**config.mk**
```make
export PLATFORM = sky130hd
export DESIGN_NAME = spectrum_peak_sorter
export DESIGN_NICKNAME = d
export VERILOG_FILES = /design/src/rtl/spectrum_peak_sorter.sv
export SDC_FILE = /design/constraint.sdc
export NUM_CORES = 1
export LEC_CHECK = 0
export ABC_AREA = 1
export BUFFER_PORTS_ARGS = -buffer_cell sky130_fd_sc_hd__buf_2
export CORE_ASPECT_RATIO = 1.1
export CORE_UTILIZATION = 25
export DETAILED_ROUTE_END_ITERATION = 8
export PLACE_DENSITY_LB_ADDON = 0.2
export SLEW_MARGIN = 25
export SYNTH_ARGS = -nofsm -noshare
export SYNTH_HDL_FRONTEND = slang
export SYNTH_SLANG_ARGS = --single-unit
```
**constraint.sdc**
```tcl
create_clock -name clk -period 3.1 [get_ports clk]
set_input_delay 0.465 -clock clk [delete_from_list [all_inputs] [get_ports clk]]
set_output_delay 0.465 -clock clk [all_outputs]
set_load 0.02 [all_outputs]
```
**src/rtl/spectrum_peak_sorter.sv**
```systemverilog
// Streaming K-peak sorter for one FFT magnitude frame.
// Keeps the K strongest local-maximum bins inside [BIN_MIN, BIN_MAX] that meet the threshold,
// sorted by magnitude (slot 0 = largest). Results are published once per frame with a done pulse.
module spectrum_peak_sorter #(
  parameter int unsigned MAG_W   = 32,
  parameter int unsigned IDX_W   = 10,
  parameter int unsigned N_FFT   = 1024,
  parameter int unsigned K       = 2,
  parameter int unsigned BIN_MIN = 1,
  parameter int unsigned BIN_MAX = 511
) (
  input  logic                 clk,
  input  logic                 rst,
  input  logic                 s_tvalid,
  output logic                 s_tready,
  input  logic [MAG_W-1:0]     s_tdata,
  input  logic                 s_tlast,
  input  logic [MAG_W-1:0]     thr,
  output logic [K*MAG_W-1:0]   peak_val,
  output logic [K*IDX_W-1:0]   peak_idx,
  output logic [3:0]           peak_cnt,
  output logic                 done,
  output logic                 frame_err
);

  typedef enum logic [1:0] {StAcc, StFlush, StCommit} state_e;

  localparam logic [IDX_W-1:0] LastBin = IDX_W'(N_FFT - 1);
  localparam logic [IDX_W-1:0] BinLo   = IDX_W'(BIN_MIN);
  localparam logic [IDX_W-1:0] BinHi   = IDX_W'(BIN_MAX);
  localparam logic [3:0]       KCnt    = 4'(K);

  state_e           state_q;
  logic [IDX_W-1:0] bin_q;
  logic [MAG_W-1:0] prev_q, cur_q;
  logic             err_q;

  // Working list, kept sorted; empty slots hold zero so any qualifying candidate (>= 1) beats them.
  logic [MAG_W-1:0] wval_q [K];
  logic [IDX_W-1:0] widx_q [K];
  logic [3:0]       wcnt_q;
  logic [MAG_W-1:0] wval_d [K];
  logic [IDX_W-1:0] widx_d [K];
  logic [3:0]       wcnt_d;

  logic             accept, frame_end;
  logic             eval_en, cand_ok;
  logic [MAG_W-1:0] next_mag;
  logic [IDX_W-1:0] ev_idx;
  logic [K-1:0]     gt;

  assign accept    = s_tvalid & s_tready;
  assign frame_end = accept & (s_tlast | (bin_q == LastBin));

  // Select which bin is judged this cycle: bin k-1 on a streaming accept, the final bin in flush.
  always_comb begin
    eval_en  = 1'b0;
    next_mag = s_tdata;
    ev_idx   = bin_q - IDX_W'(1);
    if (state_q == StFlush) begin
      eval_en  = 1'b1;
      next_mag = '0;
      ev_idx   = bin_q;
    end else if (state_q == StAcc && accept && bin_q != '0) begin
      eval_en = 1'b1;
    end
  end

  // Strict rise on the left, non-strict on the right: plateaus resolve to their leftmost bin.
  assign cand_ok = eval_en && (cur_q > prev_q) && (cur_q >= next_mag) && (cur_q >= thr) &&
                   (ev_idx >= BinLo) && (ev_idx <= BinHi);

  // Sorted insertion: slots where the candidate is strictly larger shift down by one.
  always_comb begin
    wcnt_d = wcnt_q;
    for (int i = 0; i < K; i++) begin
      gt[i]     = cand_ok && (cur_q > wval_q[i]);
      wval_d[i] = wval_q[i];
      widx_d[i] = widx_q[i];
    end
    if (gt[0]) begin
      wval_d[0] = cur_q;
      widx_d[0] = ev_idx;
    end
    for (int i = 1; i < K; i++) begin
      if (gt[i]) begin
        if (gt[i-1]) begin
          wval_d[i] = wval_q[i-1];
          widx_d[i] = widx_q[i-1];
        end else begin
          wval_d[i] = cur_q;
          widx_d[i] = ev_idx;
        end
      end
    end
    if (gt[K-1] && wcnt_q != KCnt) begin
      wcnt_d = wcnt_q + 4'd1;
    end
  end

  // Frame FSM, bin window, working list and registered outputs.
  always_ff @(posedge clk) begin
    if (rst) begin
      state_q   <= StAcc;
      bin_q     <= '0;
      prev_q    <= '0;
      cur_q     <= '0;
      err_q     <= 1'b0;
      wcnt_q    <= '0;
      for (int i = 0; i < K; i++) begin
        wval_q[i] <= '0;
        widx_q[i] <= '0;
      end
      peak_val  <= '0;
      peak_idx  <= '0;
      peak_cnt  <= '0;
      done      <= 1'b0;
      frame_err <= 1'b0;
      s_tready  <= 1'b1;
    end else begin
      done   <= 1'b0;
      wcnt_q <= wcnt_d;
      for (int i = 0; i < K; i++) begin
        wval_q[i] <= wval_d[i];
        widx_q[i] <= widx_d[i];
      end
      unique case (state_q)
        StAcc: begin
          if (accept) begin
            prev_q <= cur_q;
            cur_q  <= s_tdata;
            if (frame_end) begin
              // bin_q holds the last bin index through flush.
              state_q  <= StFlush;
              s_tready <= 1'b0;
              err_q    <= s_tlast ^ (bin_q == LastBin);
            end else begin
              bin_q <= bin_q + IDX_W'(1);
            end
          end
        end
        StFlush: begin
          // Publish the post-insertion list so done lines up with the commit cycle.
          state_q   <= StCommit;
          for (int i = 0; i < K; i++) begin
            peak_val[i*MAG_W +: MAG_W] <= wval_d[i];
            peak_idx[i*IDX_W +: IDX_W] <= widx_d[i];
          end
          peak_cnt  <= wcnt_d;
          frame_err <= err_q;
          done      <= 1'b1;
        end
        StCommit: begin
          state_q  <= StAcc;
          s_tready <= 1'b1;
          bin_q    <= '0;
          prev_q   <= '0;
          cur_q    <= '0;
          err_q    <= 1'b0;
          wcnt_q   <= '0;
          for (int i = 0; i < K; i++) begin
            wval_q[i] <= '0;
            widx_q[i] <= '0;
          end
        end
        default: state_q <= StAcc;
      endcase
    end
  end

endmodule

```
==> results.sh, run 1 <==
export IMPL_status="finished, final reports clean"
export IMPL_r2r_end="wval_q[0][35]$_SDFF_PP0_"
export IMPL_cp_startpoint="state_q[1]$_SDFFE_PP0P_"
export IMPL_synthCells=2074
export IMPL_core_area_sq_mm=0.0562
export IMPL_hold_viol_final=0
export IMPL_grt_overflow_total=0
export IMPL_final_layout_size_suffix_gt1_frac=0.173
export IMPL_ys_ff_latch=256
export IMPL_yosysMostFrequentCell="nand2_1"
export IMPL_grt_pass1_wl_microns=72500
export IMPL_pin_count=159
export IMPL_skew_ns=0.0103
export IMPL_tritoncts="yes"
export IMPL_seq_area_sq_mm=0.00514
export IMPL_p_sw_w=0.00269
export IMPL_cap_violations=0
export IMPL_endpoint_kind="register"
export IMPL_rows=91
export IMPL_ant_nets=0
export IMPL_cts_sinks=256
export IMPL_avgRoutedWirePerCell_microns=15.8
export IMPL_critPathMaxFanout=22
export IMPL_synth_top_area_frac=0.359
export IMPL_ys_top_cells_by_count="nand2_1, inv_1, nor2_1, dfxtp_1, ha_1"
export IMPL_fin_crit_sh=0.957
export IMPL_antenna_cells=0
export IMPL_maxSlewViolCount=0
export IMPL_viasPerCell=4.48
export IMPL_drtPass1Iterations=5
export IMPL_antenna_found_initial=3
export IMPL_synthFlopType="dfxtp_1"
export IMPL_clk_path_buf_depth=3
export IMPL_root_buffer="clkbuf_16"
export IMPL_worstMarginPinSlew_ns=0.823
export IMPL_synthTopCellsByArea="dfxtp_1, ha_1, nand2_1, inv_1, nor2_1"
export IMPL_fillers=6109
export IMPL_fin_tns_setup_ns=0
export IMPL_die_y_microns=253
export IMPL_clk_pin_slew_ns=0.06
export IMPL_synth_distinct_cells=37
export IMPL_grt_start_max_net_pins=98
export IMPL_nets=2522
export IMPL_cts_buffers=30
export IMPL_fp_dieW_microns=230
export IMPL_ys_async_sr_fraction=0
export IMPL_gp_congestion=0.830
export IMPL_syn_cell_area_sq_mm=0.0143
export IMPL_fin_crit_ns=2.97
export IMPL_timing_hold_ws_ns=0.147
export IMPL_combPwrFrac=0.197
export IMPL_numPortBuffers=158
export IMPL_die_area_sq_mm=0.0581
export IMPL_clk_latency_ns=0.58
export IMPL_yosysTopAreaCell="dfxtp_1"
export IMPL_critPathKind="reg -> reg"
export IMPL_vdd_ir_drop_max_mv=0.426
export IMPL_power_density_mw_per_mm2=489
export IMPL_grt_pass1_vias=13200
export IMPL_sw_frac_of_total=0.304
export IMPL_start_util=0.254
export IMPL_crit_required_ns=3.60
export IMPL_multi_input_area_sq_mm=0.00792
export IMPL_gr_usage_all_layers=0.158
export IMPL_p_leak_nw=9.22
export IMPL_drt_iter0_drc=726
export IMPL_critPathCapture="wval_q[0][35]$_SDFF_PP0_"
export IMPL_final_area_sq_mm=0.0181
export IMPL_crit_arrival_ns=3.47
export IMPL_relSlewSlack=0.451
export IMPL_synth_avg_cell_area_sq_um=6.88
export IMPL_setup_viol=0
export IMPL_worstSetupStartpointType="register"
export IMPL_vias=13700
export IMPL_p_seq_frac=0.398
export IMPL_r2r_start="state_q[1]$_SDFFE_PP0P_"
export IMPL_synth_edff_count=0
export IMPL_hold_class="in -> reg"
export IMPL_ys_seq_area_frac=0.359
export IMPL_reg2regPathDepth=18
export IMPL_hpwl_microns=34500
export IMPL_cts_htree_levels=1
export IMPL_pwr_share_clk=0.405
export IMPL_syn_nets=2307
export IMPL_p_int_w=0.00618
export IMPL_routed_wl_microns=48300
export IMPL_clock_fmax_ghz=0.337
export IMPL_placed_area_sq_mm=0.0164
export IMPL_ctsHoldBuffers=0
export IMPL_route_detailed_drc=0
export IMPL_yosysWarnings=0
export IMPL_syn_to_final_growth_pct=27.1
export IMPL_r2r_slack_ns=0.13
==> kinds of logic (layout without fill, tap and decap cells) <==
kind of cell	count (synthesis)	after routing	share of synthesized area
buffers and inverters	401	638	0.110
xor gates and xnor gates	2	2	0.00123
adders and majority gates	165	165	0.145
DFF	256	256	0.359
and+or+nand+nor	958	958	0.276
AOI/OAI and AO/OA	292	292	0.109
==> layout by cell type (no fill, tap or decap), types with 3 or more instances in the layout <==
cell	count
nand2_1	470
inv_1	308
nor2_1	282
dfxtp_1	245
ha_1	160
buf_2	157
a21oi_1	128
nand3_1	119
buf_4	76
o21ai_0	74
clkbuf_16	38
o22ai_1	33
o21ai_1	28
nand3_2	27
nand4_1	27
clkbuf_8	14
buf_12	14
dfxtp_2	11
buf_6	9
inv_2	8
nor3_1	7
o211ai_1	7
clkbuf_1	7
o21a_1	5
o21ai_2	5
ha_4	5
nand2_2	4
a21oi_2	4
nor2_4	4
nor2_2	3
nand3_4	3
==> layout make-up <==
cell class,count,area share
multi-input cells,1417,0.437
flip-flops and latches,256,0.283
repair buffers,264,0.106
inverters,320,0.0673
clock buffers,52,0.0548
well taps,744,0.0513
clock inverters,2,0.000552
==> routing by layer <==
layer  routed length [microns]  GRT usage  vias to the layer above
li1                          -          -                     7055
met5                        25          0                        -
met4                       796     0.0337                        4
met1                     23000      0.210                     6305
met3                      2360     0.0262                       58
met2                     22100      0.266                      251
==> state kept, by name, summed over array words and instances (netlist names), 4 cells and up <==
signal	cells
bin_q	10
cur_q	32
peak_cnt	4
peak_idx	20
peak_val	64
prev_q	32
wcnt_q	4
widx_q	20
wval_q	64
==> worst max-delay path: stages, from the launching register on <==
cell	delay, ns
dfxtp_2	0.35
inv_4	0.05
nand2_8	0.12
buf_12	0.13
nand2_1	0.06
ha_1	0.29
nand4_1	0.19
nor3_4	0.27
nand2_4	0.08
nor2_1	0.20
nor2_4	0.08
nor2_8	0.12
buf_12	0.11
nand3_4	0.08
inv_6	0.11
buf_12	0.19
nand3_1	0.15
buf_4	0.15
a21oi_1	0.12
==> stage by stage <==
step	power [W]	cells	setup WS, ns	util
global placement	0.00523	2977	-0.0983	0.291
global route	0.00937	3055	-0.0161	0.323
detailed placement	0.00525	2977	-0.0949	0.291
finish	0.00887	3055	0.133	0.323
floorplan	0.00459	2074	0.150	-
CTS	0.00892	3037	0.00419	0.310
==> power by group through the flow <==
stage	Clock, W	Sequential (W)	Combinational (W)
after floorplan	0	0.00363	0.000960
after detailed placement	0	0.00360	0.00165
after CTS	0.00371	0.00353	0.00168
final	0.00360	0.00353	0.00174
after global placement	0	0.00360	0.00164
after global routing	0.00386	0.00355	0.00197
==> how the worst min path moves through the flow <==
stage,start,end,slack [ns],cells past startpoint
floorplan,widx_q[0][9]$_SDFF_PP0_,widx_q[0][9]$_SDFF_PP0_,0.44,2
global placement,widx_q[0][9]$_SDFF_PP0_,widx_q[0][9]$_SDFF_PP0_,0.45,2
detailed placement,widx_q[0][10]$_SDFF_PP0_,widx_q[0][10]$_SDFF_PP0_,0.46,2
CTS,s_tdata[3],cur_q[3]$_SDFFE_PP0P_,0.11,3
global route,s_tdata[3],cur_q[3]$_SDFFE_PP0P_,0.15,3
finish,s_tdata[3],cur_q[3]$_SDFFE_PP0P_,0.15,3
==> what timing repair did <==
item,CTS,global route
endpoints found under the setup margin,94,174
resized for setup,5,120
setup buffers,6,10
cloned,0,9
pin swaps,5,22
No activity file was read; power rests on OpenSTA's default activity.
==> inputs of run 2 (changes only) <==
ABC_AREA = 0   (was 1)
HOLD_SLACK_MARGIN = 0.02   (was default)
==> run 2 against run 1 <==
  * The run now ends with setup timing left
  * Register-to-register slack got worse by 0.49 ns
  * Critical path depth down 3
  * Sequential cell count did not move
  * Combinational power is 56% higher
  * Area after synthesis rose by 0.54%
  * Sequential power decreased by 3%
  * Final area is 16% higher
  * Die area rose by 0.54%
  * Largest cell class unchanged
  * Largest power group unchanged
==> results.sh, run 2 <==
export IMPL_cts_sinks=256
export IMPL_p_leak_nw=8.38
export IMPL_p_seq_frac=0.350
export IMPL_layout_commonest_cell="dfxtp_1"
export IMPL_grt_busiest_layer="met2"
export IMPL_combPwrFrac=0.277
export IMPL_grt_pass1_vias=14400
export IMPL_yosysWarnings=0
export IMPL_crit_arrival_ns=3.94
export IMPL_antenna_cells=0
export IMPL_die_y_microns=253
export IMPL_sw_frac_of_total=0.329
export IMPL_final_layout_size_suffix_gt1_frac=0.349
export IMPL_vias=14200
export IMPL_power_density_mw_per_mm2=465
export IMPL_skew_ns=0.0134
export IMPL_hold_start="s_tdata[13]"
export IMPL_cp_slowest_cell="or4_4"
export IMPL_drtPass1Iterations=5
export IMPL_r2r_slack_ns=-0.36
export IMPL_yosysMostFrequentCell="dfxtp_1"
export IMPL_numPortBuffers=158
export IMPL_vdd_ir_drop_max_mv=0.479
export IMPL_critPathMaxStageDelay_ns=0.52
export IMPL_ant_nets=0
export IMPL_gr_usage_all_layers=0.185
export IMPL_clock_fmax_ghz=0.289
export IMPL_synth_distinct_cells=60
export IMPL_fin_crit_ns=3.46
export IMPL_cts_buffers=31
export IMPL_ys_seq_area_frac=0.357
export IMPL_finalPower_w=0.00979
export IMPL_status="complete, but fails checks"
export IMPL_multi_input_area_sq_mm=0.00986
export IMPL_synthFlopType="dfxtp_1"
export IMPL_core_area_sq_mm=0.0564
export IMPL_grt_start_max_net_pins=76
export IMPL_violations="setup timing"
export IMPL_clk_pin_slew_ns=0.06
export IMPL_grt_pass1_wl_microns=84500
export IMPL_critPathKind="reg -> reg"
export IMPL_fin_ws_ns=-0.358
export IMPL_die_area_sq_mm=0.0584
export IMPL_ys_ff_latch=256
export IMPL_synth_top_area_frac=0.357
export IMPL_layout_common_cells="dfxtp_1, buf_4, buf_2"
export IMPL_r2r_start="state_q[1]$_SDFFE_PP0P_"
export IMPL_pin_count=159
export IMPL_relSlewSlack=0.306
export IMPL_grt_use_met1=0.229
export IMPL_antenna_found_initial=2
export IMPL_setup_viol=176
export IMPL_rows=91
export IMPL_clk_latency_ns=0.57
export IMPL_hold_viol_final=0
export IMPL_pwr_share_clk=0.373
export IMPL_maxSlewViolCount=0
export IMPL_fin_crit_sh=1.12
export IMPL_viasPerCell=5.10
export IMPL_nets=2263
export IMPL_synth_avg_cell_area_sq_um=8.49
export IMPL_critPathMaxFanout=8
export IMPL_p_sw_w=0.00322
export IMPL_fp_dieW_microns=230
export IMPL_seq_area_sq_mm=0.00513
export IMPL_dpl_worst_slack_ns=-0.747
export IMPL_final_area_sq_mm=0.0210
export IMPL_grt_setup_unrepaired="yes"
export IMPL_root_buffer="clkbuf_16"
export IMPL_drt_iter0_drc=603
export IMPL_worstSetupStartpointType="register"
export IMPL_route_detailed_drc=0
export IMPL_met3_usage=0.0230
export IMPL_syn_cell_area_sq_mm=0.0144
export IMPL_routed_wl_microns=55100
export IMPL_tritoncts="yes"
export IMPL_crit_required_ns=3.59
export IMPL_p_int_w=0.00656
export IMPL_avgRoutedWirePerCell_microns=19.7
export IMPL_ys_async_sr_fraction=0
export IMPL_cap_violations=0
export IMPL_clk_path_buf_depth=3
export IMPL_dpl_cell_count=2677
export IMPL_placed_area_sq_mm=0.0175
export IMPL_top_regs="peak_val (64), wval_q (64)"
export IMPL_syn_nets=1924
export IMPL_worstMarginPinSlew_ns=1.04
export IMPL_fin_cells=2792
export IMPL_path_common_cell="buf_12"
export IMPL_ys_top_cells_by_count="dfxtp_1, ha_1, a21oi_1, inv_1, clkbuf_1"
export IMPL_met2_usage=0.327
export IMPL_endpoint_kind="register"
export IMPL_synth_edff_count=0
export IMPL_gp_congestion=0.840
export IMPL_hpwl_microns=39200
export IMPL_ctsHoldBuffers=0
export IMPL_synthCells=1691
export IMPL_start_util=0.255
export IMPL_path_cells="nand2b_4, buf_12, buf_6, nand2_4, ha_4, nand4_1, buf_4, nor4_4, o311a_1, o211ai_1, a211o_2, buf_12, buf_8, or4_4, a311oi_2"
export IMPL_fillers=5689
export IMPL_grt_overflow_total=0
export IMPL_cp_startpoint="state_q[1]$_SDFFE_PP0P_"
export IMPL_hold_class="in -> reg"
export IMPL_cts_htree_levels=1
export IMPL_syn_to_final_growth_pct=46.6
export IMPL_fin_tns_setup_ns=-38.19
export IMPL_synthTopCellsByArea="dfxtp_1, ha_1, a21oi_1, a22o_1, inv_1"
export IMPL_yosysTopAreaCell="dfxtp_1"
[run 2: changes by cell type after synthesis, sizes merged, moves of 34 or more]
cell,before,now
nand2,476,77
nor2,290,93
inv,320,134
a22o,0,64
nand3,149,87
nand3b,1,43
a311oi,0,40
clkbuf,65,99
nand4,27,61
[run 2: power by group through the flow]
stage               combinational [W]  clock [W]  sequential [W]
global route                  0.00294    0.00387         0.00343
detailed placement            0.00229          0         0.00350
floorplan                     0.00116          0         0.00357
finish                        0.00271    0.00365         0.00342
global placement              0.00226          0         0.00350
CTS                           0.00257    0.00375         0.00343
[run 2: routing by layer]
layer / part of all wire / up-vias
li1: - / 6942
met1: 0.44 / 6962
met2: 0.50 / 257
met3: 0.038 / 80
met4: 0.027 / 2
met5: 0.00022 / -
[run 2: what timing repair did]
| action | in CTS | in global routing |
|---|---|---|
| setup buffers | 43 | 14 |
| gates resized for setup | 271 | 142 |
| endpoints found under the setup margin | 176 | 176 |
| pin swaps | 93 | 53 |
| cloned | 8 | 2 |
| endpoints found under the hold margin | 0 | 0 |
[run 2: cell type report]
cell class                 instances  area share
sequential                       256       0.244
clock buffer                      44      0.0435
multi-input combinational       1174       0.469
inverter                         135      0.0241
timing repair buffer             432       0.171
clock inverter                     7     0.00446
tap                              744      0.0443
[run 2: metrics by stage]
step | util | hold WS, ns
3_5_place_dp | 0.310 | 0.443
2_1_floorplan | - | 0.423
6_report | 0.373 | 0.147
4_1_cts | 0.359 | 0.115
5_1_grt | 0.373 | 0.137
3_3_place_gp | 0.310 | 0.440
[run 2: worst max-delay path: cells and delay by family, from the launching register on]
kind            cells  cell delay [ns]
buf+inv             5             0.73
compound gates      4             0.97
flops               1             0.32
simple gates        5             1.09
fa+ha+maj           1             0.25
[run 2: worst paths after layout]
kind                                                 end  depth (start not counted)
worst min-delay path              cur_q[13]$_SDFFE_PP0P_                          2
worst max register to register  peak_cnt[1]$_SDFFE_PP0P_                         15
worst min register to register    frame_err$_SDFFE_PP0P_                          2
worst max-delay path            peak_cnt[1]$_SDFFE_PP0P_                         15
[run 2: logic make-up after synthesis]
logic type | share of synthesized area
AO/OA/AOI/OAI | 0.238
AND/OR/NAND/NOR | 0.177
buffers and inverters | 0.0705
flip-flops | 0.357
adder cells (fa/ha/maj) | 0.144
XOR/XNOR | 0.00854
multiplexers | 0.00575
